**src/rtl/ram_arbiter_pkg.sv**
```systemverilog
// Shared constants, state encodings and the range-check helper for the RAM arbiter.
package ram_arbiter_pkg;

  localparam int unsigned XLEN           = 32;
  localparam int unsigned IT_RAM_DEPTH   = 1024;
  localparam int unsigned DATA_RAM_DEPTH = 1024;
  localparam int unsigned StreakW        = 4;

  localparam logic        READ_ENABLE  = 1'b1;
  localparam logic        WRITE_ENABLE = 1'b1;
  localparam logic [31:0] ZERO_32BIT   = 32'h0000_0000;

  localparam logic [1:0] ARB_IDLE = 2'd0;
  localparam logic [1:0] ARB_CMD  = 2'd1;
  localparam logic [1:0] ARB_RESP = 2'd2;

  typedef enum logic [1:0] {
    StIdle = ARB_IDLE,
    StCmd  = ARB_CMD,
    StResp = ARB_RESP
  } arb_state_e;

  // Comparing against the last legal word start avoids forming addr+3, which could wrap.
  function automatic logic out_of_range(input logic [XLEN-1:0] addr,
                                        input logic [XLEN-1:0] last_word);
    return addr > last_word;
  endfunction

endpackage

```
**src/rtl/arb_pick.sv**
```systemverilog
// Combinational grant selection: MEM priority with a bounded streak so IF cannot starve.
module arb_pick
  import ram_arbiter_pkg::*;
#(
  parameter int unsigned MAX_MEM_STREAK = 4
) (
  input  logic               if_req,
  input  logic               mem_req,
  input  logic [StreakW-1:0] streak,
  output logic               gnt_if,
  output logic               gnt_mem,
  output logic [StreakW-1:0] streak_next
);

  localparam logic [StreakW-1:0] MaxStreak = StreakW'(MAX_MEM_STREAK);

  if (MAX_MEM_STREAK < 1 || MAX_MEM_STREAK > 15) begin : g_bad_streak
    $error("MAX_MEM_STREAK must be in 1..15");
  end

  logic if_starved;
  assign if_starved = if_req && (streak >= MaxStreak);

  always_comb begin
    gnt_if      = 1'b0;
    gnt_mem     = 1'b0;
    streak_next = streak;
    if (mem_req && !if_starved) begin
      gnt_mem = 1'b1;
      if (if_req && (streak < MaxStreak)) begin
        streak_next = streak + StreakW'(1);
      end
    end else if (if_req) begin
      gnt_if      = 1'b1;
      streak_next = '0;
    end
  end

endmodule

```
**src/rtl/ram_arbiter.sv**
```systemverilog
// Shares the single RAM port between instruction fetch and load/store with a 3-cycle
// IDLE/CMD/RESP sequence, bounded IF starvation and out-of-range rejection.
module ram_arbiter
  import ram_arbiter_pkg::*;
#(
  parameter int unsigned MAX_MEM_STREAK = 4,
  parameter int unsigned RAM_BYTES      = IT_RAM_DEPTH + DATA_RAM_DEPTH
) (
  input  logic            clk,
  input  logic            rst,

  input  logic            if_req,
  input  logic [XLEN-1:0] if_addr,
  output logic            if_done,
  output logic            if_err,
  output logic [XLEN-1:0] if_rdata,

  input  logic            mem_req,
  input  logic            mem_we,
  input  logic [XLEN-1:0] mem_addr,
  input  logic [XLEN-1:0] mem_wdata,
  output logic            mem_done,
  output logic            mem_err,
  output logic [XLEN-1:0] mem_rdata,

  output logic            ram_en,
  output logic            ram_read_flag,
  output logic            ram_write_flag,
  output logic [XLEN-1:0] ram_addr,
  output logic [XLEN-1:0] ram_wdata,
  input  logic [XLEN-1:0] ram_rdata
);

  localparam logic [XLEN-1:0] LastWord = XLEN'(RAM_BYTES - 4);

  arb_state_e         state_q, state_d;
  logic [StreakW-1:0] streak_q, streak_d, streak_next;
  logic               sel_mem_q, sel_mem_d;
  logic               we_q, we_d;
  logic               err_q, err_d;
  logic [XLEN-1:0]    addr_q, addr_d;
  logic [XLEN-1:0]    wdata_q, wdata_d;

  logic               gnt_if, gnt_mem, grant;
  logic [XLEN-1:0]    pick_addr;
  logic [XLEN-1:0]    resp_rdata;

  arb_pick #(
    .MAX_MEM_STREAK (MAX_MEM_STREAK)
  ) u_arb_pick (
    .if_req      (if_req),
    .mem_req     (mem_req),
    .streak      (streak_q),
    .gnt_if      (gnt_if),
    .gnt_mem     (gnt_mem),
    .streak_next (streak_next)
  );

  // Requests are only looked at in IDLE; changes during CMD/RESP are ignored.
  assign grant     = (state_q == StIdle) && (gnt_if || gnt_mem);
  assign pick_addr = gnt_mem ? mem_addr : if_addr;

  // State register
  always_ff @(posedge clk or posedge rst) begin
    if (rst) begin
      state_q <= StIdle;
    end else begin
      state_q <= state_d;
    end
  end

  // Next-state logic
  always_comb begin
    state_d = state_q;
    unique case (state_q)
      StIdle:  if (grant) state_d = StCmd;
      StCmd:   state_d = StResp;
      StResp:  state_d = StIdle;
      default: state_d = StIdle;
    endcase
  end

  // Access latch and streak bookkeeping
  always_comb begin
    sel_mem_d = sel_mem_q;
    we_d      = we_q;
    err_d     = err_q;
    addr_d    = addr_q;
    wdata_d   = wdata_q;
    streak_d  = streak_q;
    if (grant) begin
      sel_mem_d = gnt_mem;
      we_d      = gnt_mem && mem_we;
      err_d     = out_of_range(pick_addr, LastWord);
      addr_d    = pick_addr;
      wdata_d   = gnt_mem ? mem_wdata : ZERO_32BIT;
      streak_d  = streak_next;
    end
  end

  always_ff @(posedge clk or posedge rst) begin
    if (rst) begin
      sel_mem_q <= 1'b0;
      we_q      <= 1'b0;
      err_q     <= 1'b0;
      addr_q    <= '0;
      wdata_q   <= '0;
      streak_q  <= '0;
    end else begin
      sel_mem_q <= sel_mem_d;
      we_q      <= we_d;
      err_q     <= err_d;
      addr_q    <= addr_d;
      wdata_q   <= wdata_d;
      streak_q  <= streak_d;
    end
  end

  // Output logic: RAM driven only in CMD, responses only in RESP
  always_comb begin
    ram_en         = 1'b0;
    ram_read_flag  = 1'b0;
    ram_write_flag = 1'b0;
    ram_addr       = ZERO_32BIT;
    ram_wdata      = ZERO_32BIT;
    if_done        = 1'b0;
    if_err         = 1'b0;
    if_rdata       = ZERO_32BIT;
    mem_done       = 1'b0;
    mem_err        = 1'b0;
    mem_rdata      = ZERO_32BIT;
    resp_rdata     = (!we_q && !err_q) ? ram_rdata : ZERO_32BIT;
    unique case (state_q)
      StCmd: begin
        if (!err_q) begin
          ram_en         = 1'b1;
          ram_write_flag = we_q ? WRITE_ENABLE : 1'b0;
          ram_read_flag  = we_q ? 1'b0 : READ_ENABLE;
          ram_addr       = addr_q;
          ram_wdata      = wdata_q;
        end
      end
      StResp: begin
        if (sel_mem_q) begin
          mem_done  = 1'b1;
          mem_err   = err_q;
          mem_rdata = resp_rdata;
        end else begin
          if_done  = 1'b1;
          if_err   = err_q;
          if_rdata = resp_rdata;
        end
      end
      default: ;
    endcase
  end

`ifndef SYNTHESIS
  a_ram_only_in_cmd: assert property (@(posedge clk) disable iff (rst)
    ram_en |-> (state_q == StCmd));
  a_single_done: assert property (@(posedge clk) disable iff (rst)
    !(if_done && mem_done));
  a_flags_exclusive: assert property (@(posedge clk) disable iff (rst)
    !(ram_read_flag && ram_write_flag));
`endif

endmodule

```
**config.mk**
```make
export PLATFORM = sky130hd
export DESIGN_NAME = ram_arbiter
export DESIGN_NICKNAME = d
export VERILOG_FILES = /design/src/rtl/ram_arbiter_pkg.sv /design/src/rtl/arb_pick.sv /design/src/rtl/ram_arbiter.sv
export SDC_FILE = /design/constraint.sdc
export NUM_CORES = 1
export LEC_CHECK = 0
export BUFFER_PORTS_ARGS = -buffer_cell sky130_fd_sc_hd__buf_4
export CORE_MARGIN = 8
export CORE_UTILIZATION = 46
export CTS_CLUSTER_DIAMETER = 30
export DETAILED_ROUTE_END_ITERATION = 8
export PLACE_DENSITY_LB_ADDON = 0.3
export SETUP_SLACK_MARGIN = 0.5
export SLEW_MARGIN = 20
export SYNTH_ARGS = -nofsm -noshare
export SYNTH_HDL_FRONTEND = slang
export SYNTH_SLANG_ARGS = --single-unit
```
**constraint.sdc**
```tcl
create_clock -name clk -period 5.64 [get_ports clk]
set_clock_uncertainty 0.05 [all_clocks]
set_input_delay 1.692 -clock clk [delete_from_list [all_inputs] [get_ports clk]]
set_output_delay 1.692 -clock clk [all_outputs]
set_load 0.005 [all_outputs]
```
==> results of run 1 <==
-- stage by stage --
stage               cell area (sq um)  util, %  power (mW)
floorplan                        4050        -        1.35
global placement                 6080     70.4        1.53
detailed placement               6090     70.6        1.58
CTS                              6260     72.5        1.95
global route                     6260     72.5        2.08
finish                           6260     72.5        1.94
-- cell usage after synthesis, drive strengths merged --
| cell type | number | area (sq um) |
|---|---|---|
| nor2 | 5 | 18.8 |
| nor4 | 7 | 43.8 |
| a31oi | 3 | 18.8 |
| nand2 | 35 | 134 |
| nand4 | 3 | 18.8 |
| clkbuf | 30 | 113 |
| inv | 2 | 7.51 |
| o22ai | 1 | 6.26 |
| buf | 8 | 51.3 |
| a2111o | 1 | 11.3 |
| o41ai | 1 | 8.76 |
| nand3 | 6 | 30.0 |
| ha | 1 | 12.5 |
| nor3 | 4 | 31.3 |
| nor2b | 1 | 6.26 |
| and3 | 64 | 400 |
| mux2i | 32 | 320 |
| a22o | 33 | 289 |
| o211ai | 2 | 15.0 |
| nor3b | 1 | 7.51 |
| and2b | 2 | 15.0 |
| nand4b | 1 | 8.76 |
| o21ai | 35 | 183 |
| or4 | 1 | 7.51 |
| and3b | 1 | 8.76 |
| dfrtp | 73 | 1830 |
| o32ai | 1 | 8.76 |
| and2 | 69 | 432 |
| a21o | 2 | 15.0 |
-- registers in the layout (all words and copies together) (netlist names) --
| name | count |
|---|---|
| we_q | 1 |
| addr_q | 32 |
| err_q | 1 |
| state_q | 2 |
| sel_mem_q | 1 |
| streak_q | 4 |
| wdata_q | 32 |
-- cell families (layout without fill, tap and decap cells) --
logic type	Yosys count	count (layout)
buffers and inverters	40	291
multiplexers	32	32
AO/OA/AOI/OAI	79	79
adder cells (fa/ha/maj)	1	1
flip-flops	73	73
AND/OR/NAND/NOR	200	200
-- power by group through the flow --
stage               Combinational [mW]  Sequential [mW]  Clock, mW
floorplan                        0.471            0.874          0
global placement                 0.619            0.910          0
detailed placement               0.664            0.921          0
CTS                              0.668            0.912      0.370
global route                     0.742            0.943      0.391
finish                           0.662            0.912      0.363
-- worst min-delay path, stage by stage (launching register included) --
cell and delay [ns]:
dfrtp_1 0.34, nand2_1 0.04, o21ai_0 0.06
-- final timing paths --
kind | from | cells past startpoint | endpoint | slack, ns
max | state_q[1] | 4 | ram_wdata[8] | 1.71
max reg2reg | streak_q[3] | 5 | wdata_q[5] | 3.23
min | addr_q[21] | 2 | addr_q[21] | 0.43
min in group asynchronous | rst | 2 | wdata_q[13] | 1.47
max in group asynchronous | rst | 3 | addr_q[30] | 3.09
min reg2reg | addr_q[21] | 2 | addr_q[21] | 0.43
-- layer usage --
| layer | wire, microns | vias up | share of wire [%] |
|---|---|---|---|
| met5 | 0 | - | 0 |
| met4 | 217 | 0 | 1.5 |
| met3 | 1440 | 19 | 9.6 |
| met2 | 7560 | 215 | 51 |
| met1 | 5700 | 1976 | 38 |
| li1 | - | 1999 | - |
-- final cells by class --
type | instances | area [sq um]
Clock buffer | 10 | 128
Clock inverter | 6 | 42.5
Fill cell | 646 | 2370
Inverter | 2 | 7.51
Multi-Input combinational cell | 312 | 2070
Sequential cell | 73 | 1830
Tap cell | 108 | 135
Timing Repair Buffer | 273 | 2060
-- cell usage in the layout, fill, tap and decap left out, drive strengths merged --
cell type,n
o22ai,1
and3,64
or4,1
mux2i,32
ha,1
and2b,2
nor2,5
dfrtp,73
and3b,1
o41ai,1
nand2,35
o211ai,2
inv,3
clkinvlp,2
nor4,7
clkbuf,10
nand4b,1
nor3b,1
buf,273
and2,69
a31oi,3
nand3,6
a22o,33
nor3,4
o21ai,35
nand4,3
nor2b,1
clkinv,3
o32ai,1
a2111o,1
a21o,2
==> impl_metrics.csv, run 1 <==
group,metric,value,unit
timing,finalSetupTns,0,ns
power,p_per_area,309,mW/mm^2
placement,dp_slack,1.81,ns
cts,cts_num_sinks,73,
critical_path,crit_type,"reg2out",
flow_run,cap_violations,0,
placement,gp_congestion,0.954,
die,die_h,110,microns
cts,postCtsSetupRepairBufs,0,
grt,grtUsageMet2,41.7,%
power,pwr-share-clk,18.7,%
critical_path,crit_required,3.90,ns
cts,worstSkewPairLatency,0.33,ns
die,chipWidth,110,microns
logic_synthesis,synth.distinct_cells,34,
timing,drv_slew,0,
cells_and_area,nets,805,
timing,maxSlewHeadroom,36.0,%
placement,port_buffers,267,
critical_path,path_buf_inv,1,
route,ant_nets,0,
power,intPower,1.24,mW
route,finalWirelength,14.9,mm
logic_synthesis,yosys_warnings,0,
die,initial_core_util,46.9,%
cells_and_area,area_delta_synth_final,54.7,%
logic_synthesis,synth-compound-area-share,13.7,%
power,power.switching,0.694,mW
cts,ctsHtreeMaxLevel,3,
cts,cts-root-buf,"clkbuf_8",
route,drt_iter0_markers,215,
timing,hold_slack,0.426,ns
die,num_rows,34,
die,die_area,0.0121,sq mm
timing,worst-slew-pin-transition,0.960,ns
cts,cts_resized,0,
timing,setup_viol,0,
timing,rsz0062_at_grt,"false",
route,drt_pass1_iterations,4,
placement,dp.cells,768,
critical_path,cpLargestDelayFamily,"simple AND/OR/NAND/NOR gates",
logic_synthesis,ys_ff_latch,73,
die,io-pin-count,268,
grt,grtUsageMet3,7.33,%
critical_path,worstPathArrival,2.19,ns
power,p_seq_share,47.1,%
logic_synthesis,synthAdderAreaFrac,0.309,%
route,wl_per_cell,19.0,microns
cells_and_area,stdcell_count,784,
cts,cts_tree,"done",
cts,cts_inserted_buffers,9,
grt,antenna_found_initial,0,
power,swShare,35.8,%
min_path,min_path_type,"reg2reg",
logic_synthesis,netlist_instances,425,
status,status,"finished, final reports clean",
critical_path,cp-start-kind,"flip-flop",
critical_path,slowest_delay,0.78,ns
grt,grt_pass1_vias,4320,
logic_synthesis,synthMuxAreaShare,7.91,%
route,vias,4209,
critical_path,worstPathCellList,"and2b_1, and2b_2, and2_1, buf_4",
power,ir_drop,0.185,mV
logic_synthesis,syn_area_per_cell,9.53,sq um
grt,globalRouteMet1Util,27.3,%
grt,grt_usage,23.8,%
route,via_per_inst,5.37,
timing,period_needed,3.93,ns
grt,grt_start_max_net_pins,68,
critical_path,crit_fanout,67,
grt,grt_pass1_wl,22.5,mm
logic_synthesis,syn_area,0.00405,sq mm
power,comb_power_share,34.2,%
grt,overflow,0,
cells_and_area,drive_gt1_share,43.8,%
grt,busiest_layer,"met2",
timing,finalHoldViolations,0,
cells_and_area,num_antenna_cells,0,
cts,clock_path_buffers,2,
cts,clkSlewWorstSetupHoldPaths,0.08,ns
timing,max_freq,255,MHz
logic_synthesis,synth_nets,559,
timing,finalCritPeriodShare,69.6,%
logic_synthesis,synth_top_family_by_area,"simple AND/OR/NAND/NOR gates",
logic_synthesis,yosysSeqAreaShare,45.1,%
die,core,0.00864,sq mm
power,power_leakage,3.52,nW
placement,post-dp-hpwl,11.9,mm
timing,setup_slack,1.71,ns
logic_synthesis,synth-xor-area-share,0,%
critical_path,cp_slowest_cell,"and2b_2",
cts,postCtsHoldBufs,0,
critical_path,crit_path_end_kind,"output port",
logic_synthesis,synth_simple_gate_area_share,28.7,%
route,drc,0,
Power figures use the tool's default switching activity.
==> run 2: changes to the inputs <==
--- a/config.mk
+++ b/config.mk
@@ -7,7 +7,7 @@
 export LEC_CHECK = 0
 export BUFFER_PORTS_ARGS = -buffer_cell sky130_fd_sc_hd__buf_4
 export CORE_MARGIN = 8
-export CORE_UTILIZATION = 46
+export CORE_UTILIZATION = 38
 export CTS_CLUSTER_DIAMETER = 30
 export DETAILED_ROUTE_END_ITERATION = 8
 export PLACE_DENSITY_LB_ADDON = 0.3
==> constraint.sdc (replaced) <==
create_clock -name clk -period 3.4 [get_ports clk]
set_clock_uncertainty 0.05 [all_clocks]
set_input_delay 1.02 -clock clk [delete_from_list [all_inputs] [get_ports clk]]
set_output_delay 1.02 -clock clk [all_outputs]
set_load 0.005 [all_outputs]
==> impl_metrics.csv, run 2 (synthesis results as in run 1) <==
group,metric,value,unit
status,status,"finished, final reports clean",
critical_path,crit_path_end_kind,"output port",
cells_and_area,area_delta_synth_final,59.1,%
route,routed-wl-met3,1.39,mm
route,drc,0,
cts,clock_path_buffers,2,
grt,grt_usage,21.2,%
die,core,0.0103,sq mm
power,ir_drop,0.251,mV
route,drt_iter0_markers,236,
route,route.met2.wl,7.65,mm
placement,port_buffers,267,
flow_run,cap_violations,0,
critical_path,crit_required,2.33,ns
cts,cts_num_sinks,73,
cts,cts-root-buf,"clkbuf_8",
power,intPower,2.11,mW
die,io-pin-count,268,
cells_and_area,top_regs,"addr_q (32), wdata_q (32), streak_q (4)",
power,comb_power_share,35.2,%
timing,period_needed,2.79,ns
placement,dp.cells,798,
timing,finalSetupTns,0,ns
timing,worst-slew-pin-transition,0.775,ns
timing,setup_viol,0,
route,wl_per_cell,19.1,microns
grt,grt_start_max_net_pins,74,
power,swShare,35.9,%
cells_and_area,num_antenna_cells,0,
cts,worstSkewPairLatency,0.35,ns
route,vias,4177,
placement,gp_congestion,0.942,
die,die_area,0.0142,sq mm
route,ant_nets,0,
cts,cts_tree,"done",
power,total_power,3.30,mW
cells_and_area,nets,814,
critical_path,cp-start-kind,"flip-flop",
min_path,min_path_type,"reg2reg",
power,pwr-share-clk,19.3,%
power,power.switching,1.18,mW
cts,clkSlewWorstSetupHoldPaths,0.08,ns
cts,ctsHtreeMaxLevel,3,
die,die_h,119,microns
route,wl_met1,6.32,mm
die,initial_core_util,39.2,%
timing,setup_slack,0.606,ns
timing,finalCritPeriodShare,82.2,%
cells_and_area,drive_gt1_share,45.1,%
critical_path,crit_fanout,34,
critical_path,worstPathArrival,1.72,ns
grt,overflow,0,
timing,rsz0062_at_grt,"false",
timing,max_freq,358,MHz
power,power_leakage,3.58,nW
route,drt_pass1_iterations,4,
grt,grt_pass1_vias,4367,
power,p_seq_share,45.5,%
power,p_per_area,512,mW/mm^2
die,chipWidth,119,microns
route,via_per_inst,5.09,
critical_path,crit_type,"reg2out",
cells_and_area,stdcell_count,821,
cells_and_area,mostFrequentLayoutCells,"buf_4 (278), dfrtp_1 (71), and2_1 (69)",
cells_and_area,final_common_cell,"buf_4",
grt,grt_pass1_wl,24.0,mm
timing,maxSlewHeadroom,48.3,%
timing,drv_slew,0,
route,highest_layer,"met4",
placement,dp_slack,0.700,ns
cts,cts_inserted_buffers,9,
route,finalWirelength,15.7,mm
cells_and_area,num-fill-cells,872,
placement,post-dp-hpwl,12.1,mm
grt,antenna_found_initial,0,
die,num_rows,37,
timing,finalHoldViolations,0,
run 2: changes by cell type in the layout (fill, tap and decap cells not counted), sizes merged:
cell	before	now
clkinvlp	2	3
clkinv	3	2
buf	273	282
inv	3	4
clkbuf	10	9
run 2: worst paths after layout:
check                            from      endpoint  slack [ns]  cells past startpoint
max                        state_q[0]  if_rdata[10]        0.61                      5
min                        addr_q[25]    addr_q[25]        0.42                      2
max reg2reg                state_q[0]         err_q        1.46                      5
min reg2reg                addr_q[25]    addr_q[25]        0.42                      2
max in group asynchronous         rst    state_q[1]        2.24                      3
min in group asynchronous         rst   wdata_q[10]        0.69                      3
run 2: area by class of cell:
type | count | area [sq um] | share of cell area, %
repair buffers | 282 | 2170 | 33.8
multi-input cells | 312 | 2070 | 32.1
flip-flops and latches | 73 | 1830 | 28.4
well taps | 136 | 170 | 2.64
clock buffers | 9 | 124 | 1.92
clock inverters | 7 | 61.3 | 0.952
inverters | 2 | 11.3 | 0.175
run 2: power by group through the flow:
stage	logic [mW]	clock network (mW)	registers [mW]
after floorplan	0.782	0	1.45
after global placement	1.09	0	1.49
after detailed placement	1.12	0	1.52
after CTS	1.13	0.663	1.50
after global routing	1.29	0.707	1.56
final	1.16	0.637	1.50
run 2: stage by stage:
| step | hold WS, ns | instance area [sq um] | util [%] |
|---|---|---|---|
| 6_report | 0.425 | 6440 | 62.4 |
| 2_1_floorplan | 0.392 | 4050 | - |
| 3_3_place_gp | 0.404 | 6180 | 59.8 |
| 5_1_grt | 0.453 | 6440 | 62.4 |
| 3_5_place_dp | 0.412 | 6180 | 59.8 |
| 4_1_cts | 0.430 | 6410 | 62.1 |
run 2: timing repair:
item                                    in CTS  in global routing
hold buffers                                 0                  0
endpoints found under the setup margin      88                 29
gates cloned                                 1                  0
gates resized for setup                      2                  3
setup buffers                                2                  4
run 2: routing by layer:
metal  up-vias  GRT usage [%]
li1       2017              -
met1      1938           23.7
met2       204           36.1
met3        18           8.22
met4         0           6.96
met5         -              0
run 2: critical path: stages (launching register included):
cell and delay, ns:
dfrtp_2 0.43, buf_4 0.14, nor3b_2 0.14, buf_4 0.29, and3_1 0.24, buf_4 0.12
==> run 3: changes to the inputs <==
--- a/config.mk
+++ b/config.mk
@@ -7,7 +7,7 @@
 export LEC_CHECK = 0
 export BUFFER_PORTS_ARGS = -buffer_cell sky130_fd_sc_hd__buf_4
 export CORE_MARGIN = 8
-export CORE_UTILIZATION = 38
+export CORE_UTILIZATION = 43
 export CTS_CLUSTER_DIAMETER = 30
 export DETAILED_ROUTE_END_ITERATION = 8
 export PLACE_DENSITY_LB_ADDON = 0.3
==> constraint.sdc (replaced) <==
create_clock -name clk -period 2.75 [get_ports clk]
set_clock_uncertainty 0.05 [all_clocks]
set_input_delay 0.825 -clock clk [delete_from_list [all_inputs] [get_ports clk]]
set_output_delay 0.825 -clock clk [all_outputs]
set_load 0.005 [all_outputs]
==> impl_metrics.csv, run 3 (synthesis results as in run 1) <==
group,metric,value,unit
cells_and_area,area_delta_synth_final,77.8,%
power,power.switching,1.58,mW
critical_path,crit_required,1.88,ns
cts,ctsHtreeMaxLevel,3,
critical_path,cp-startpoint,"err_q",
min_path,hp-start,"addr_q[29]",
cts,cts_tree,"done",
die,chipWidth,113,microns
critical_path,cp_slowest_cell,"dfrtp_2",
grt,grt_usage,26.9,%
die,num_rows,35,
power,p_per_area,599,mW/mm^2
power,intPower,2.74,mW
route,ant_nets,0,
cells_and_area,post-route-util,78.3,%
min_path,min_path_type,"reg2reg",
placement,dp_slack,0.0197,ns
timing,worst-slew-pin-transition,0.733,ns
die,core,0.00920,sq mm
grt,antenna_found_initial,1,
route,drc,0,
power,comb_power_share,35.1,%
route,wl_per_cell,22.6,microns
placement,post-dp-hpwl,12.0,mm
cells_and_area,drive_gt1_share,57.4,%
grt,grt_start_max_net_pins,74,
timing,finalSetupTns,0,ns
critical_path,crit_fanout,8,
flow_run,cap_violations,0,
critical_path,worstPathCellList,"buf_6, nor2_4, clkbuf_16, buf_6, and3_1, buf_4",
timing,maxSlewHeadroom,51.1,%
power,total_power,4.31,mW
timing,setup_slack,0.169,ns
cts,cts-root-buf,"clkbuf_8",
grt,grt_pass1_vias,4827,
die,io-pin-count,268,
min_path,min_to,"addr_q[29]",
cells_and_area,mostFrequentLayoutCells,"buf_4 (201), buf_6 (82), dfrtp_1 (71)",
timing,max_freq,387,MHz
route,drt_pass1_iterations,4,
cts,clock_path_buffers,2,
critical_path,r2r_cells,4,
timing,finalCritPeriodShare,93.9,%
critical_path,cp-start-kind,"flip-flop",
cells_and_area,final_common_cell,"buf_4",
route,via_per_inst,5.59,
grt,overflow,0,
power,pwr-share-clk,19.4,%
critical_path,cpLargestDelayFamily,"buffers and inverters",
route,drt_iter0_markers,322,
timing,finalHoldViolations,0,
critical_path,crit_type,"reg2out",
timing,drv_slew,0,
timing,rsz0062_at_grt,"true",
critical_path,rrSetupSlack,0.77,ns
critical_path,r2r-end,"addr_q[22]",
cts,cts_inserted_buffers,9,
min_path,whs_path_depth,2,
power,power_leakage,3.83,nW
power,ir_drop,0.382,mV
power,swShare,36.5,%
die,initial_core_util,44.0,%
cts,cts_num_sinks,73,
critical_path,critical_path.most_common_cell,"buf_6",
timing,period_needed,2.58,ns
cts,clkSlewWorstSetupHoldPaths,0.08,ns
cells_and_area,num-fill-cells,595,
timing,setup_viol,0,
cts,postCtsHoldBufs,0,
critical_path,path_buf_inv,4,
critical_path,r2r-start,"streak_q[3]",
power,p_seq_share,45.5,%
cells_and_area,nets,835,
status,status,"finished, final reports clean",
cts,worstSkewPairLatency,0.35,ns
die,die_h,113,microns
cells_and_area,top_regs,"addr_q (32), wdata_q (32), streak_q (4)",
die,die_area,0.0128,sq mm
placement,port_buffers,267,
critical_path,worstPathArrival,1.71,ns
critical_path,crit_path_end_kind,"output port",
critical_path,slowest_delay,0.44,ns
placement,gp_congestion,0.921,
grt,grt_pass1_wl,26.7,mm
route,finalWirelength,18.5,mm
route,vias,4570,
==> run 3: layer usage <==
metal	share of wire, %	up-vias	track usage [%]	routed length (microns)
li1	-	2069	-	-
met1	37	2196	28.7	6910
met2	51	255	46.9	9420
met3	7.3	50	8.47	1360
met4	4.4	0	13.4	815
met5	0	-	0	0
==> run 3: metrics by stage <==
stage                     hold slack, ns  instances  area, sq um
after detailed placement           0.413        775         6150
after CTS                          0.440        811         6910
after floorplan                    0.392        425         4050
after global routing               0.462        817         7200
final                              0.433        817         7200
after global placement             0.404        775         6150
==> run 3: how the worst max path moves through the flow <==
| stage | to | slack, ns | cells after the start |
|---|---|---|---|
| finish | if_rdata[2] | 0.17 | 6 |
| global route | if_rdata[2] | 0.13 | 6 |
| CTS | ram_wdata[30] | 0.25 | 4 |
| detailed placement | ram_wdata[5] | 0.02 | 4 |
| global placement | ram_wdata[5] | 0.1 | 4 |
| floorplan | ram_addr[0] | 0.52 | 5 |
==> run 3: timing repair <==
action                                  4_1_cts  5_1_grt
pin swaps                                    59       53
gates resized for setup                     138       57
endpoints found under the setup margin      135      135
setup buffers                                 5        2
gates cloned                                 16        3
endpoints found under the hold margin         0        0
==> run 3: worst reg2reg max path: cells and delay by family, from the launching register on <==
kind | cells | cell delay [ns]
AO/OA/AOI/OAI | 2 | 0.43
AND/OR/NAND/NOR | 1 | 0.66
multiplexers | 1 | 0.31
flip-flops | 1 | 0.40
==> run 3: power by group through the flow <==
stage / combinational [mW] / clock, mW / sequential [mW]
floorplan: 0.966 / 0 / 1.79
global placement: 1.32 / 0 / 1.89
detailed placement: 1.40 / 0 / 1.90
CTS: 1.50 / 0.843 / 1.92
global route: 1.69 / 0.899 / 2.02
finish: 1.51 / 0.839 / 1.96
==> run 3: cell type report <==
cell class,instances,area (sq um),share of cell area (%)
clock buffer,10,138,1.91
clock inverter,5,56.3,0.782
timing repair buffer,292,2610,36.3
tap,111,139,1.93
multi-input combinational,323,2410,33.5
inverter,2,11.3,0.156
antenna,1,2.50,0.0348
sequential,73,1830,25.4
